**config.mk**
```make
export PLATFORM = sky130hd
export DESIGN_NAME = oam_dma_arbiter
export DESIGN_NICKNAME = d
export VERILOG_FILES = /design/src/rtl/ppu_pkg.sv /design/src/rtl/oam_dma_seq.sv /design/src/rtl/oam_dma_arbiter.sv
export SDC_FILE = /design/constraint.sdc
export NUM_CORES = 1
export LEC_CHECK = 0
export BUFFER_PORTS_ARGS = -buffer_cell sky130_fd_sc_hd__buf_2
export CAP_MARGIN = 20
export CORE_ASPECT_RATIO = 0.7
export CORE_MARGIN = 2
export CORE_UTILIZATION = 46
export CTS_BUF_LIST = sky130_fd_sc_hd__clkbuf_4
export CTS_CLUSTER_SIZE = 10
export DETAILED_ROUTE_END_ITERATION = 16
export PLACE_DENSITY = 0.88
export REMOVE_ABC_BUFFERS = 1
export SLEW_MARGIN = 10
export SYNTH_ARGS = -nofsm -noshare
export SYNTH_HDL_FRONTEND = slang
export SYNTH_SLANG_ARGS = --single-unit
export TNS_END_PERCENT = 1
```
**constraint.sdc**
```tcl
create_clock -name clk -period 4.7 [get_ports clk]
set_input_delay 0.705 -clock clk [delete_from_list [all_inputs] [get_ports clk]]
set_output_delay 0.705 -clock clk [all_outputs]
set_load 0.02 [all_outputs]
```
**src/rtl/ppu_pkg.sv**
```systemverilog
// Shared PPU/DMA definitions: PPU mode and DMA state encodings, memory map
// bounds, and the memory-port ownership and read-response types.
package ppu_pkg;

  typedef enum logic [1:0] {
    H_BLANK = 2'd0,
    V_BLANK = 2'd1,
    SCAN    = 2'd2,
    DRAW    = 2'd3
  } ppu_mode_t;

  typedef enum logic [1:0] {
    ST_IDLE  = 2'd0,
    ST_START = 2'd1,
    ST_RD    = 2'd2,
    ST_WR    = 2'd3
  } dma_state_t;

  typedef enum logic [1:0] {
    OWN_NONE = 2'd0,
    OWN_DMA  = 2'd1,
    OWN_PPU  = 2'd2,
    OWN_CPU  = 2'd3
  } owner_t;

  // What a read request turns into one cycle later.
  typedef enum logic [1:0] {
    RSP_NONE = 2'd0,
    RSP_MEM  = 2'd1,
    RSP_FF   = 2'd2,
    RSP_ZERO = 2'd3
  } rsp_t;

  localparam logic [15:0] VRAM_LO      = 16'h8000;
  localparam logic [15:0] VRAM_HI      = 16'h9FFF;
  localparam logic [15:0] OAM_LO       = 16'hFE00;
  localparam logic [15:0] OAM_HI       = 16'hFE9F;
  localparam logic [15:0] UNUSABLE_LO  = 16'hFEA0;
  localparam logic [15:0] UNUSABLE_HI  = 16'hFEFF;
  localparam logic [15:0] DMA_REG_ADDR = 16'hFF46;

  function automatic logic in_range(input logic [15:0] a, input logic [15:0] lo,
                                    input logic [15:0] hi);
    return (a >= lo) && (a <= hi);
  endfunction

endpackage

```
**src/rtl/oam_dma_seq.sv**
```systemverilog
// OAM DMA sequencer: START, then alternating source-read / OAM-write cycles
// per byte. A new start request restarts from byte 0 in any state.
module oam_dma_seq import ppu_pkg::*; #(
  parameter int DMA_LEN = 160
) (
  input  logic       clk,
  input  logic       rst,
  input  logic       start,
  input  logic [7:0] src,
  output dma_state_t state,
  output logic [7:0] index,
  output logic [7:0] src_hi
);

  localparam logic [7:0] LAST_IDX = 8'(DMA_LEN - 1);

  dma_state_t state_d;
  logic [7:0] index_d;
  logic [7:0] src_hi_d;

  always_ff @(posedge clk or negedge rst) begin
    if (!rst) begin
      state  <= ST_IDLE;
      index  <= '0;
      src_hi <= '0;
    end else begin
      state  <= state_d;
      index  <= index_d;
      src_hi <= src_hi_d;
    end
  end

  always_comb begin
    state_d  = state;
    index_d  = index;
    src_hi_d = src_hi;
    case (state)
      ST_START: state_d = ST_RD;
      ST_RD:    state_d = ST_WR;
      ST_WR: begin
        index_d = index + 8'd1;
        state_d = (index == LAST_IDX) ? ST_IDLE : ST_RD;
      end
      default: ;
    endcase
    // A restart wins over everything, including the last byte's write cycle.
    if (start) begin
      state_d  = ST_START;
      index_d  = '0;
      src_hi_d = src;
    end
  end

endmodule

```
**src/rtl/oam_dma_arbiter.sv**
```systemverilog
// VRAM/OAM single-port arbiter with OAM DMA engine. Priority is DMA write,
// then PPU read, then CPU access; read data is steered back a cycle later.
module oam_dma_arbiter import ppu_pkg::*; #(
  parameter int          DMA_LEN  = 160,
  parameter logic [15:0] OAM_BASE = 16'hFE00
) (
  input  logic        clk,
  input  logic        rst,
  input  logic [15:0] ADDR,
  input  logic        WR,
  input  logic        RD,
  input  logic [7:0]  MMIO_DATA_out,
  output logic [7:0]  CPU_DATA_in,
  input  logic [1:0]  PPU_MODE,
  input  logic        PPU_RD,
  input  logic [15:0] PPU_ADDR,
  output logic [7:0]  PPU_DATA_in,
  output logic        DMA_RD,
  output logic [15:0] DMA_SRC_ADDR,
  input  logic [7:0]  DMA_SRC_DATA,
  output logic [15:0] MEM_ADDR,
  output logic        MEM_WE,
  output logic [7:0]  MEM_WDATA,
  input  logic [7:0]  MEM_RDATA,
  output logic        DMA_ACTIVE
);

  ppu_mode_t  mode;
  dma_state_t dma_state;
  logic [7:0] dma_index;
  logic [7:0] src_hi;
  logic       ff46_wr;
  logic       port_en;
  logic       ppu_oam, ppu_vram, ppu_ok, ppu_dma_blk;
  logic       cpu_oam, cpu_vram, cpu_unus, cpu_mem, cpu_rd, cpu_blocked;
  owner_t     owner, owner_p1;
  rsp_t       cpu_rsp, cpu_rsp_p1;
  rsp_t       ppu_rsp, ppu_rsp_p1;
  logic [7:0] cpu_hold, ppu_hold;

  assign mode    = ppu_mode_t'(PPU_MODE);
  assign ff46_wr = WR && (ADDR == DMA_REG_ADDR);

  oam_dma_seq #(.DMA_LEN(DMA_LEN)) u_seq (
    .clk    (clk),
    .rst    (rst),
    .start  (ff46_wr),
    .src    (MMIO_DATA_out),
    .state  (dma_state),
    .index  (dma_index),
    .src_hi (src_hi)
  );

  assign DMA_ACTIVE   = (dma_state != ST_IDLE);
  assign DMA_RD       = (dma_state == ST_RD);
  assign DMA_SRC_ADDR = {src_hi, dma_index};

  assign ppu_oam     = in_range(PPU_ADDR, OAM_LO, OAM_HI);
  assign ppu_vram    = in_range(PPU_ADDR, VRAM_LO, VRAM_HI);
  assign ppu_ok      = PPU_RD && (((mode == SCAN) && ppu_oam) ||
                                  ((mode == DRAW) && (ppu_oam || ppu_vram)));
  assign ppu_dma_blk = ppu_oam && DMA_ACTIVE;

  assign cpu_oam     = in_range(ADDR, OAM_LO, OAM_HI);
  assign cpu_vram    = in_range(ADDR, VRAM_LO, VRAM_HI);
  assign cpu_unus    = in_range(ADDR, UNUSABLE_LO, UNUSABLE_HI);
  assign cpu_mem     = (WR || RD) && (cpu_oam || cpu_vram);
  assign cpu_rd      = RD && !WR;
  assign cpu_blocked = (cpu_oam && ((mode == SCAN) || (mode == DRAW) || DMA_ACTIVE)) ||
                       (cpu_vram && (mode == DRAW));

  // Keeps the port ownerless from reset assertion until the first clock after release.
  always_ff @(posedge clk or negedge rst) begin
    if (!rst) port_en <= 1'b0;
    else      port_en <= 1'b1;
  end

  always_comb begin
    owner     = OWN_NONE;
    cpu_rsp   = RSP_NONE;
    ppu_rsp   = RSP_NONE;
    MEM_ADDR  = '0;
    MEM_WE    = 1'b0;
    MEM_WDATA = '0;
    if (port_en) begin
      if (dma_state == ST_WR)          owner = OWN_DMA;
      else if (ppu_ok && !ppu_dma_blk) owner = OWN_PPU;
      else if (cpu_mem && !cpu_blocked) owner = OWN_CPU;
    end
    // Reads that are blocked or lose arbitration answer 8'hFF.
    if (ppu_ok) ppu_rsp = (owner == OWN_PPU) ? RSP_MEM : RSP_FF;
    if (cpu_rd) begin
      if (cpu_unus)     cpu_rsp = RSP_ZERO;
      else if (cpu_mem) cpu_rsp = (owner == OWN_CPU) ? RSP_MEM : RSP_FF;
    end
    case (owner)
      OWN_DMA: begin
        MEM_ADDR  = OAM_BASE + {8'h00, dma_index};
        MEM_WE    = 1'b1;
        MEM_WDATA = DMA_SRC_DATA;
      end
      OWN_PPU: MEM_ADDR = PPU_ADDR;
      OWN_CPU: begin
        MEM_ADDR  = ADDR;
        MEM_WE    = WR;
        MEM_WDATA = WR ? MMIO_DATA_out : 8'h00;
      end
      default: ;
    endcase
  end

  // p0 -> p1: owner and response kind, consumed when MEM_RDATA arrives
  always_ff @(posedge clk or negedge rst) begin
    if (!rst) begin
      owner_p1   <= OWN_NONE;
      cpu_rsp_p1 <= RSP_NONE;
      ppu_rsp_p1 <= RSP_NONE;
      cpu_hold   <= 8'hFF;
      ppu_hold   <= 8'hFF;
    end else begin
      owner_p1   <= owner;
      cpu_rsp_p1 <= cpu_rsp;
      ppu_rsp_p1 <= ppu_rsp;
      cpu_hold   <= CPU_DATA_in;
      ppu_hold   <= PPU_DATA_in;
    end
  end

  always_comb begin
    CPU_DATA_in = cpu_hold;
    case (cpu_rsp_p1)
      RSP_MEM:  if (owner_p1 == OWN_CPU) CPU_DATA_in = MEM_RDATA;
      RSP_FF:   CPU_DATA_in = 8'hFF;
      RSP_ZERO: CPU_DATA_in = 8'h00;
      default: ;
    endcase
  end

  always_comb begin
    PPU_DATA_in = ppu_hold;
    case (ppu_rsp_p1)
      RSP_MEM: if (owner_p1 == OWN_PPU) PPU_DATA_in = MEM_RDATA;
      RSP_FF:  PPU_DATA_in = 8'hFF;
      default: ;
    endcase
  end

endmodule

```
======== After elaboration in Yosys (flattened, before gate mapping) ========
Index checks and enable logic that the tools add are counted.
word-level totals
  flip-flop bits (word level) ............. 41
  output and inout port bits .............. 59
  logic and storage cells ................. 90
cells by class
  add/sub/neg operators ................... 2
  magnitude comparators ................... 10
  equality and inequality tests ........... 17
  mux-type cells .......................... 23
  reduce and logical (&&, ||, !) cells .... 29
operators by type and width
  cell                     number
  $ge A16 B16 Y1 const B   5
  $le A16 B16 Y1 const B   5
  $pmux W16 S3             1
  $mux W8                  5
  $pmux W8 S2              2
  $mux W2                  12
  $pmux W8 S3              1
  $eq A2 B2 Y1 const B     11
  $eq A16 B16 Y1 const B   1
  $logic_and A1 B1 Y1      16
  $add A10 B9 Y11 const A  1
  $add A8 B1 Y8 const B    1
  $eq A2 B1 Y1 const B     4
  $eq A8 B8 Y1 const B     1
  $logic_or A1 B1 Y1       7
  $pmux W2 S3              1
  $reduce_bool A2 Y1       2
  $reduce_bool A4 Y1       1
  $logic_not A1 Y1         3
  $pmux W1 S2              1

======== Logic depth before layout (Yosys ltp) ========
  depth in word-level cells ............... 16
  depth in mapped cells ................... 7

======== Modules after synthesis ========
From an unflattened synthesis, not the netlist that was laid out.
unflattened totals
  cells, all modules ...................... 265
  area, all modules ....................... 2492.4 um^2
by module, submodules not included
  module           times used  cells an instance  area each (um^2)  seq. area each (um^2)
  oam_dma_arbiter  1           199                1709.1            595.6
  oam_dma_seq      1           66                 783.3             450.4

======== Worst setup path after synthesis ========
OpenSTA, ideal clock, no wires.
  path kind ............................... input to output
  start ................................... input PPU_ADDR[8]
  end ..................................... output MEM_ADDR[0]
  data arrival time ....................... 2.238 ns
  data required time ...................... 3.995 ns
  setup slack ............................. 1.757 ns
  stages .................................. 6
  buffers on the path ..................... 1
  cell sequence ........................... nand4b_1 or4_4 a21oi_4 nor3_4 buf_6 a221o_1
between the ends
  longest elaborated chain between the ends .. 12
ends and longest elaborated chain
  item                                              line                   RTL
  start, declared                                   oam_dma_arbiter.sv:16  input logic [15:0] PPU_ADDR,
  $ge A16 B16 Y1 or $le A16 B16 Y1 (tied branches)  ppu_pkg.sv:44          return (a >= lo) && (a <= hi);
  $logic_and A1 B1 Y1                               ppu_pkg.sv:44
  $logic_or A1 B1 Y1                                oam_dma_arbiter.sv:61  ((mode == DRAW) && (ppu_oam || ppu_vram)));
  $logic_and A1 B1 Y1                               oam_dma_arbiter.sv:61
  $logic_or A1 B1 Y1                                oam_dma_arbiter.sv:60  assign ppu_ok = PPU_RD && (((mode == SCAN) && ppu_oam) ||
  $logic_and A1 B1 Y1                               oam_dma_arbiter.sv:60
  $logic_and A1 B1 Y1 *                             oam_dma_arbiter.sv:87  else if (ppu_ok && !ppu_dma_blk) owner = OWN_PPU;
  $mux W2 *                                         oam_dma_arbiter.sv:87
  $mux W2 *                                         oam_dma_arbiter.sv:86  if (dma_state == ST_WR) owner = OWN_DMA;
  $mux W2 *                                         oam_dma_arbiter.sv:85  if (port_en) begin
  $eq A2 B2 Y1 or $eq A2 B1 Y1 (tied branches)      oam_dma_arbiter.sv:96  case (owner)
  $pmux W16 S3 *                                    oam_dma_arbiter.sv:96
  end, declared                                     oam_dma_arbiter.sv:21  output logic [15:0] MEM_ADDR,
Mark *: on every way between the ends. The rest lies on a longest branch, timed or not.

======== Worst setup path after layout ========
  start ................................... input ADDR[14]
  end ..................................... output MEM_ADDR[2]
between the ends
  longest elaborated chain between the ends .. 12
ends and longest elaborated chain
  item                                              line                                          RTL
  start, declared                                   oam_dma_arbiter.sv:9                          input logic [15:0] ADDR,
  $ge A16 B16 Y1 or $le A16 B16 Y1 (tied branches)  ppu_pkg.sv:44
  $logic_and A1 B1 Y1                               ppu_pkg.sv:44
  $logic_and A1 B1 Y1 (on tied branches)            oam_dma_arbiter.sv:69, oam_dma_arbiter.sv:70
  $logic_or A1 B1 Y1                                oam_dma_arbiter.sv:69                         assign cpu_blocked = (cpu_oam && ((mode == SCAN) || (mode == DRAW) || DMA_ACTIVE)) ||
  $logic_not A1 Y1                                  oam_dma_arbiter.sv:88                         else if (cpu_mem && !cpu_blocked) owner = OWN_CPU;
  $logic_and A1 B1 Y1 *                             oam_dma_arbiter.sv:88
  $mux W2 *                                         oam_dma_arbiter.sv:88
  $mux W2 *                                         oam_dma_arbiter.sv:87
  $mux W2 *                                         oam_dma_arbiter.sv:86
  $mux W2 *                                         oam_dma_arbiter.sv:85
  $eq A2 B2 Y1 or $eq A2 B1 Y1 (tied branches)      oam_dma_arbiter.sv:96
  $pmux W16 S3 *                                    oam_dma_arbiter.sv:96
Marked as above.

==> reports/results.ini <==
[timing]
tightest_slew_ns=0.952
clock_skew_ns=0.00269
setup_viol=0
finalCriticalPeriod_ns=3.55
fin_hold_ws_ns=0.465
setup_ws_ns=1.15
relSlewSlack=0.363
finalMaxSlewViolations=0
hold_viol=0
fmax_ghz=0.281
rsz0062_at_grt=false
fin_setup_tns_ns=0
post-route-period-util=0.756

[synthesis]
syn-mean-instance-area_um2=10.7
synth-edff-count=0
synth_warnings=0
yosysMostFrequentCell=dfrtp_1
yosysTopAreaCell=dfrtp_1
synth.cell_area_mm2=0.00234
synth_cell_type_count=55
synthTopCellsByArea=dfrtp_1 27%, dfstp_2 18%, a221o_1 9.0%
synth_common_cells=25 x dfrtp_1, 21 x a221o_1, 18 x nor2_1
dominantRegCellSynth=dfrtp_1
synthArstFlopShare=1.00
synth_top_area_share=0.268
synth-seq-cells=41
ys_seq_area_frac=0.447
synthCells=218

[layout]
fin_util=0.632
fin_nets=401
finalNonFillerCells=405
final_area_mm2=0.00306
syn2layout_area_growth_pct=30.7
diodes=0
layout-drive-gt1-share=0.494

[power]
power.density_mw_per_mm2=276
leakagePower_nw=1.48
power_uw=843
ir_worst_vdd_mv=0.132

[cts]
postCtsSetupBuffers=0
clkSinkCount=41
cts.repair.resized=0
root_buffer=clkbuf_4
clkSlewWorstSetupHoldPaths_ns=0.12
cts_tree=done
clock_insertion_delay_worst_skew_ns=0.35
postCtsHoldBufs=0
cts_max_path_buffers=2
htreeDepth=2
numCtsBuffers=5

[critical_path]
arrival_ns=2.85
criticalPathCategory=in -> out
reg2reg_from=u_seq.state[1]
critical_path.endpoint=MEM_ADDR[2]
r2r_end=ppu_rsp_p1[1]
r2r_cells=6
worst_ep_required_time_ns=3.99
crit_path_max_fanout=24
start_kind=input pin
cp-end-kind=output port
r2r_slack_ns=2.62
cp-startpoint=ADDR[14]

[floorplan]
design.core.area_mm2=0.00483
rows=21
start_util=0.484
dieWidth_um=89.2
dieArea_mm2=0.00568
fp.dieH_um=63.7
ioPinCount=122

[route]
drt-total-wl_um=6350
avgViaCountPerCell=5.65
avgRoutedWirePerCell_um=15.7
ant_nets=0
vias=2288
remaining_drc_errors=0
dr.pass1.iters=4
drt_iter0_drc=163

[placed_design]
dp.cells=397
placed_cell_area_mm2=0.00298
place_congestion=0.883
port_buffers=121
place_hpwl_um=4860
place_ws_ns=1.19

[status]
run_status=finished, final reports clean

[hold_path]
hp-class=in -> async

[global_routing]
grt_usage=0.231
gr-total-overflow=0
antenna_found_initial=0
grt_pass1_vias=2197
grt_start_max_net_pins=42
grt_pass1_wl_um=10100

[run]
maxCapViolations=0

## worst max-delay path: stages
cell and delay (ns):
buf_2 0.12, nand4_1 0.18, nor3_1 0.36, a21oi_1 0.21, nor3_4 0.82, a221o_1 0.28
buf_2 0.16
## layer usage
metal	GRT usage	up-vias	wire, um
met4	0.0541	0	19
met3	0.0747	2	590
li1	-	1080	-
met5	0	-	0
met1	0.305	1097	2760
met2	0.368	109	2980
## worst min-delay path by stage
stage                                 to  slack, ns
after floorplan            cpu_rsp_p1[0]       0.41
after global placement       ppu_hold[1]       0.47
after detailed placement     ppu_hold[1]       0.47
after CTS                 u_seq.state[0]       0.49
after global routing       ppu_rsp_p1[0]       0.52
final                      ppu_rsp_p1[1]       0.46
## final cells by class
type                       count  area, um2
sequential                    41       1050
clock buffer                   6       45.0
clock inverter                 2       33.8
tap                           69       86.3
multi-input combinational    159       1210
timing repair buffer         122        613
inverter                       6       22.5
fill                         431       1780
## power by group
part           internal (mW)  switching (mW)  total, mW
logic                 0.0885           0.123      0.212
registers              0.376          0.0237      0.400
clock network          0.117           0.114      0.231
total                  0.581           0.261      0.843
## logic make-up after synthesis
family / count (synthesis) / synth area share
compound gates: 73 / 0.254
simple gates: 66 / 0.173
flops: 41 / 0.447
buf+inv: 18 / 0.0396
mux: 9 / 0.0428
xor+xnor: 7 / 0.0262
fa+ha+maj: 3 / 0.0161
other cells: 1 / 0.00160
## state kept, by name (all words and copies together), names as in the netlist
name / count
cpu_hold: 8
u_seq.state: 2
port_en: 1
u_seq.index: 8
ppu_hold: 8
ppu_rsp_p1: 2
owner_p1: 2
cpu_rsp_p1: 2
u_seq.src_hi: 8
## placed cells by master (no fill, tap or decap), drive strengths merged, types with 8 or more instances in the layout
master  count
a21oi      13
a221o      21
a22o        8
a32o        8
and2        9
buf       122
dfrtp      25
dfstp      16
mux2        8
nor2       20
o21ai      10
No activity file was read; power rests on OpenSTA's default activity.
